### config.mk
export PLATFORM = sky130hd
export DESIGN_NAME = seq_alu_bank
export DESIGN_NICKNAME = d
export VERILOG_FILES = /design/src/rtl/seq_alu_bank.sv
export SDC_FILE = /design/constraint.sdc
export NUM_CORES = 1
export LEC_CHECK = 0
export ABC_AREA = 1
export CAP_MARGIN = 20
export CORE_ASPECT_RATIO = 0.8
export CORE_MARGIN = 2
export CORE_UTILIZATION = 31
export DETAILED_ROUTE_END_ITERATION = 16
export GPL_ROUTABILITY_DRIVEN = 0
export SLEW_MARGIN = 0
export SYNTH_ARGS = -nofsm -noshare
export SYNTH_HDL_FRONTEND = slang
export SYNTH_SLANG_ARGS = --single-unit
### constraint.sdc
create_clock -name clk -period 3.6 [get_ports clk]
set_input_delay 0.36 -clock clk [delete_from_list [all_inputs] [get_ports clk]]
set_output_delay 0.36 -clock clk [all_outputs]
set_load 0.02 [all_outputs]
### src/rtl/seq_alu_bank.sv
// seq_alu_bank: sequenced ALU register bank.
// One accepted transaction walks IDLE -> ADD -> LOGIC -> DONE -> IDLE.
// Along the way it fills the sum, difference, AND and OR registers, then
// folds the difference into the accumulator c.
module seq_alu_bank #(
  parameter int WIDTH    = 8,
  parameter int CLR_PLUS = 1
) (
  input  logic             clk,
  input  logic             rst,
  input  logic             start_valid,
  output logic             start_ready,
  input  logic [WIDTH-1:0] op_a,
  input  logic [WIDTH-1:0] op_b,
  input  logic             sat_en,
  input  logic             acc_clr,
  output logic [WIDTH-1:0] a,
  output logic [WIDTH-1:0] b,
  output logic [WIDTH-1:0] c,
  output logic [WIDTH-1:0] plus_reg,
  output logic [WIDTH-1:0] mins_reg,
  output logic [WIDTH-1:0] bw_and_reg,
  output logic [WIDTH-1:0] bw_or_reg,
  output logic             carry,
  output logic             borrow,
  output logic             busy,
  output logic             done
);

  typedef enum logic [1:0] {IDLE, ADD, LOGIC, DONE} state_t;

  state_t           state, nxt;
  logic             sat;
  logic [WIDTH:0]   sum;
  logic [WIDTH-1:0] diff;
  logic             lt;

  // Arithmetic on the latched operands; the extra sum bit is the carry.
  assign sum  = {1'b0, a} + {1'b0, b};
  assign diff = a - b;
  assign lt   = (a < b);

  // State register.
  always_ff @(posedge clk) begin
    if (rst) state <= IDLE;
    else     state <= nxt;
  end

  // Next state: fixed sequence, only IDLE waits (for start_valid).
  always_comb begin
    nxt = state;
    case (state)
      IDLE:    if (start_valid) nxt = ADD;
      ADD:     nxt = LOGIC;
      LOGIC:   nxt = DONE;
      DONE:    nxt = IDLE;
      default: nxt = IDLE;
    endcase
  end

  // Status outputs are decoded directly from the state.
  always_comb begin
    start_ready = (state == IDLE);
    busy        = (state != IDLE);
    done        = (state == DONE);
  end

  // Datapath. Each state writes only its own registers.
  // acc_clr overrides the DONE accumulate.
  always_ff @(posedge clk) begin
    if (rst) begin
      a          <= '0;
      b          <= '0;
      c          <= '0;
      sat        <= 1'b0;
      plus_reg   <= '0;
      mins_reg   <= '0;
      bw_and_reg <= '0;
      bw_or_reg  <= '0;
      carry      <= 1'b0;
      borrow     <= 1'b0;
    end else begin
      case (state)
        IDLE: if (start_valid) begin
          a   <= op_a;
          b   <= op_b;
          sat <= sat_en;
        end
        ADD: begin
          carry    <= sum[WIDTH];
          plus_reg <= (sat && sum[WIDTH]) ? '1 : sum[WIDTH-1:0];
        end
        LOGIC: begin
          borrow     <= lt;
          mins_reg   <= (sat && lt) ? '0 : diff;
          bw_and_reg <= a & b;
          bw_or_reg  <= a | b;
          if (CLR_PLUS != 0) plus_reg <= '0;
        end
        default: ;
      endcase
      if (acc_clr)              c <= '0;
      else if (state == DONE)   c <= c + mins_reg;
    end
  end

endmodule

==> metrics.yaml, run 1 <==
status: "finished, final reports clean"
holdCritPathClass: "register to register"
slew_viol_final: 0
cp-end-kind: "output pin"
ff2ff_path_depth: 10
path_depth: 2
antenna_found_initial: 0
rows: 34
overflow: 0
cts_tree: "done"
syn_nets: 540
cts_resized: 0
crit_slowest_cell: "clkdlybuf4s50_1"
report.power.total_mw: 4.04
crit_end: "done"
root_buffer: "clkbuf_16"
min_period_over_period: 0.626
ff_latch_area_um2: 1220
cp-startpoint: "state[1]$_SDFFE_PP0P_"
drive_above_1_share: 0.0804
die_h_um: 99.8
fin_area_um2: 4710
rsz0062_at_grt: "false"
cp_slowest_stage_delay_ps: 710
htree_levels: 3
powerDensity_nw_per_um2: 859
diodes: 0
skew_ps: 5.28
cp_max_fo: 13
synthAdderAreaFrac: 0.140
grt_pass1_vias: 3051
core_area_um2: 11000
critical_path_class: "register to output pin"
cts_hold_buf: 0
cts_max_path_buffers: 2
fill_cells: 1107
slew_headroom: 0.346
seq_area_frac_synth: 0.344
synth_area_um2: 3550
dieWidth_um: 124
drt-total-wl_um: 9510
syn_to_final_growth_pct: 32.6
io_pins: 82
synth-xor-area-share: 0.0173
synth_mux_area_frac: 0
cts_buffers: 9
tightest_slew_ps: 979
initial_core_util: 0.323
postSynthAreaPerCell_um2: 7.39
synth_top_family_by_area: "simple AND/OR/NAND/NOR gates"
wl_per_cell_um: 13.5
grt_use_met2: 0.236
track_usage: 0.156
postPlaceCellArea_um2: 4450
use_met3: 0.0424
worst-path-buf-inv: 1
synth_top_area_share: 0.344
grt_max_degree: 36
nets: 615
ys_seq_elements: 61
final_cells: 704
multi_input_area_um2: 1960
crit_chain: "ha_1 -> clkdlybuf4s50_1"
ant_nets: 0
via_count: 3317
top_usage_layer: "met2"
final_hold_viol_count: 0
cp.required_ps: 3240
route.detailed.drc: 0
crit_family: "buffers and inverters"
synth_top_area_cell: "dfxtp_1"
grt_pass1_wl_um: 15000
clk_latency_ps: 320
ys_types: 36
grt_util_met1: 0.216
reg2reg_to: "plus_reg[7]$_SDFFE_PP0P_"
setup_viol: 0
fmax_mhz: 444
placedCellCount: 689
drv_cap: 0
cellLeakagePower_nw: 2.08
yosys.area_share.simple: 0.224
r2r-start: "a[5]$_SDFFE_PP0P_"
clk_pin_slew_ps: 50
yosys_warnings: 0
cp.arrival_ps: 1890
ir_drop_mv: 0.318
die_area_um2: 12300
tns_ps: 0
min_period_ps: 2250
portBuffers: 81
synthTopCellsByArea: "dfxtp_1 (34%), ha_1 (12%), nand2_1 (10%), a21oi_1 (6.9%), inv_1 (6.8%)"
cts_setup_buffers: 0
syn_inst: 481
drtIter0Drc: 180
startpoint_type: "register"
synth_compound_area_frac: 0.169
viasPerCell: 4.71
reg2reg_slack_ps: 1620
dp_hpwl_um: 7200
dr.pass1.iters: 5
cts_num_sinks: 61
[routing by layer]
| metal | part of all wire | vias up |
|---|---|---|
| met2 | 0.43 | 93 |
| met4 | 0.011 | 0 |
| li1 | - | 1689 |
| met5 | 0 | - |
| met1 | 0.50 | 1526 |
| met3 | 0.063 | 9 |
[cell families (layout without fill, tap and decap cells)]
group / after synthesis / after routing
compound gates: 107 / 107
xor+xnor: 7 / 7
fa+ha+maj: 38 / 38
buf+inv: 90 / 169
flops: 61 / 61
simple gates: 178 / 178
[metrics by stage]
stage,hold WS [ps],setup slack [ps],utilization
2_1_floorplan,490,1830,-
3_3_place_gp,476,1510,0.404
3_5_place_dp,476,1430,0.404
4_1_cts,486,1360,0.428
5_1_grt,508,1250,0.428
6_report,479,1350,0.428
[worst register-to-register path, stage by stage, from the launching register on]
cell and delay, ps:
dfxtp_1 380, inv_1 80, ha_1 450, nand2_1 120, nand2_1 90, a21oi_1 270
nand2_2 110, nand2_4 130, nand3_2 100, nand2_1 80, a21oi_2 50
[worst min path at each step]
stage	depth (start not counted)	from	slack, ps	endpoint
2_1_floorplan	2	state[1]$_SDFFE_PP0P_	490	state[1]$_SDFFE_PP0P_
3_3_place_gp	2	plus_reg[0]$_SDFFE_PP0P_	480	plus_reg[0]$_SDFFE_PP0P_
3_5_place_dp	2	plus_reg[7]$_SDFFE_PP0P_	480	plus_reg[7]$_SDFFE_PP0P_
4_1_cts	2	plus_reg[7]$_SDFFE_PP0P_	490	plus_reg[7]$_SDFFE_PP0P_
5_1_grt	2	plus_reg[0]$_SDFFE_PP0P_	510	plus_reg[0]$_SDFFE_PP0P_
6_report	2	plus_reg[4]$_SDFFE_PP0P_	480	plus_reg[4]$_SDFFE_PP0P_
[power breakdown]
group | internal, mW | switching (mW)
clock | 0.478 | 0.286
sequential | 0.898 | 0.182
combinational | 0.869 | 1.33
total | 2.25 | 1.80
[area by class of cell]
| class | instances | area share |
|---|---|---|
| Inverter | 71 | 0.0566 |
| Multi-Input combinational cell | 330 | 0.415 |
| Clock buffer | 13 | 0.0531 |
| Tap cell | 144 | 0.0382 |
| Timing Repair Buffer | 83 | 0.175 |
| Clock inverter | 2 | 0.00212 |
| Sequential cell | 61 | 0.259 |
[Yosys cell counts (all sizes together)]
cell type / n
xnor2: 2
o31ai: 1
inv: 69
ha: 35
o211ai: 1
nor3: 1
dfxtp: 61
or2: 2
fa: 3
and2: 1
a21oi: 59
o21ai: 41
buf: 6
clkbuf: 13
a31oi: 1
nand3: 29
o21bai: 3
clkinv: 2
nor2: 36
a221oi: 1
nand4: 6
xor2: 5
nand2: 103
[cells in the final DEF, fill, tap and decap left out, types with 3 or more instances in the layout]
cell             count
dfxtp_1             61
ha_1                35
clkbuf_16            9
inv_2                5
o21ai_0             39
nand4_1              6
xor2_1               5
nand2_2              5
nand3_2              4
nand3_1             24
a21oi_1             49
clkdlybuf4s50_1     81
fa_1                 3
a21oi_2              9
o21bai_1             3
nor2_1              35
inv_1               64
clkbuf_1             3
nand2_1             96
Note: power is estimated with default switching activity, not from simulation.
==> inputs of run 2 (changes only) <==
==> constraint.sdc (replaced) <==
create_clock -name clk -period 2.3 [get_ports clk]
set_input_delay 0.23 -clock clk [delete_from_list [all_inputs] [get_ports clk]]
set_output_delay 0.23 -clock clk [all_outputs]
set_load 0.02 [all_outputs]
==> run 2 against run 1 <==
Compared with the run above:
- sequential power rose by 56%
- critical path type unchanged
- flip-flop and latch count unchanged
- largest cell class unchanged
- combinational power rose by 59%
- sequential share of layout area shrank 0.58 points
- cell count up 0.71%
- non-clock buffer count increased by 4
- critical path depth is 2 higher
- register-to-register slack worse by 1300 ps
==> metrics.yaml, run 2 (same netlist as run 1, synthesis figures left out) <==
cp_max_fo: 4  # -9
crit_chain: "inv_1 -> ha_1 -> inv_1 -> clkdlybuf4s50_1"
cts_resized: 0  # unchanged
tns_ps: 0  # unchanged
critical_path_class: "register to output pin"
dr.pass1.iters: 5  # unchanged
rsz0062_at_grt: "false"
fill_cells: 1122  # +1.4%
final_common_cell: "nand2_1"
worst_path_most_repeated_cell: "inv_1"
htree_levels: 3  # unchanged
skew_ps: 8.28  # +3.00 ps
drv_cap: 0  # unchanged
drtIter0Drc: 221  # +23%
drive_above_1_share: 0.0938  # +0.0134
min_period_over_period: 0.860
cp-end-kind: "output pin"
powerDensity_nw_per_um2: 1380  # +61%
cts_setup_buffers: 0  # unchanged
dp_hpwl_um: 7570  # +5.1%
holdCritPathClass: "input port to register"
top_layer_used: "met4"
cts_buffers: 9  # unchanged
slew_headroom: 0.657  # +0.311
status: "finished, final reports clean"
dieWidth_um: 124  # unchanged
worst-path-buf-inv: 3  # +2
grt_pass1_wl_um: 16600  # +11%
tightest_slew_ps: 513  # -466 ps
io_pins: 82  # unchanged
cts_hold_buf: 0  # unchanged
crit_slowest_cell: "clkdlybuf4s50_1"
ant_nets: 0  # unchanged
grt_pass1_vias: 3360  # +10%
setup_slack_ps: 322  # -1030 ps
fmax_mhz: 506
root_buffer: "clkbuf_16"
grt_max_degree: 34  # -5.6%
crit_family: "buffers and inverters"
route.detailed.drc: 0  # unchanged
cp.required_ps: 2070  # -1170 ps
wl_met3_um: 788  # +31%
clk_latency_ps: 330  # about the same
most-common-layout-cells: "nand2_1 (96), clkdlybuf4s50_1 (81), inv_1 (64)"
track_usage: 0.173  # +0.0178
min_period_ps: 1980
startpoint_type: "register"
cts_max_path_buffers: 2  # unchanged
portBuffers: 81  # unchanged
final_hold_viol_count: 0  # unchanged
ir_drop_mv: 0.520  # +64%
clk_pin_slew_ps: 50  # about the same
rows: 34  # unchanged
routed-wl-met2_um: 4200  # +2.9%
setup_viol: 0  # unchanged
nets: 619  # +0.65%
cts_tree: "done"
diodes: 0  # unchanged
viasPerCell: 4.76  # +0.94%
cts_num_sinks: 61  # unchanged
cellLeakagePower_nw: 2.14  # +2.6%
initial_core_util: 0.323  # unchanged
cp.arrival_ps: 1750  # -140 ps
drt-total-wl_um: 9890  # +4.1%
slew_viol_final: 0  # unchanged
die_area_um2: 12300  # unchanged
cp_slowest_stage_delay_ps: 610  # -100 ps
core_area_um2: 11000  # unchanged
preCtsSetupSlack_ps: 384  # -1050 ps
syn_to_final_growth_pct: 35.6
via_count: 3372  # +1.7%
overflow: 0  # unchanged
antenna_found_initial: 0  # unchanged
die_h_um: 99.8  # unchanged
wl_met1_um: 4710  # -0.19%
wl_per_cell_um: 14.0  # +3.3%
run 2: cell count changes in the layout (fill, tap and decap cells not counted), sizes merged:
cell	change
bufinv	+2
clkinv	+1
buf	+4
clkbuf	-3
clkinvlp	+1
run 2: worst paths after layout:
kind	startpoint	to	slack, ps	depth (start not counted)
worst max-delay path	state[0]$_SDFFE_PP0P_	busy	320	4
worst min-delay path	sat_en	sat$_SDFFE_PP0P_	470	3
worst max register to register	a[6]$_SDFFE_PP0P_	plus_reg[4]$_SDFFE_PP0P_	370	10
worst min register to register	plus_reg[1]$_SDFFE_PP0P_	plus_reg[1]$_SDFFE_PP0P_	480	2
run 2: routing by layer:
metal,vias to the layer above,track usage
met5,-,0
met4,0,0.0594
met3,18,0.0545
met2,119,0.262
met1,1530,0.233
li1,1705,-
run 2: cell type report:
class                   count  area [um^2]  share of cell area
multi-input cells         330         1960               0.406
repair buffers             87          868               0.180
well taps                 144          180              0.0374
clock buffers              10          239              0.0496
inverters                  71          267              0.0553
clock inverters             6         86.3              0.0179
flip-flops and latches     61         1220               0.253
run 2: worst register-to-register path, cell delays in order, from the launching register on:
cell and delay (ps):
dfxtp_1 380, inv_1 80, ha_1 460, nand2_2 160, inv_1 50, a21oi_1 250
nand2_2 110, nand2_4 130, nand2_1 70, nand2_1 80, a21oi_2 60
run 2: report_power, final:
group          switching, mW  internal [mW]  total (mW)
logic                   2.12           1.38        3.50
clock network          0.496          0.974        1.47
registers              0.277           1.40        1.68
total                   2.89           3.76        6.65
run 2: through the flow:
| step | utilization | cell area, um^2 | instances | hold WS [ps] | total power, mW |
|---|---|---|---|---|---|
| CTS | 0.437 | 4820 | 709 | 465 | 6.70 |
| detailed placement | 0.408 | 4490 | 693 | 475 | 5.19 |
| global route | 0.437 | 4820 | 709 | 475 | 7.18 |
| global placement | 0.408 | 4490 | 693 | 471 | 5.14 |
| finish | 0.437 | 4820 | 709 | 470 | 6.65 |
| floorplan | - | 3550 | 481 | 382 | 3.94 |
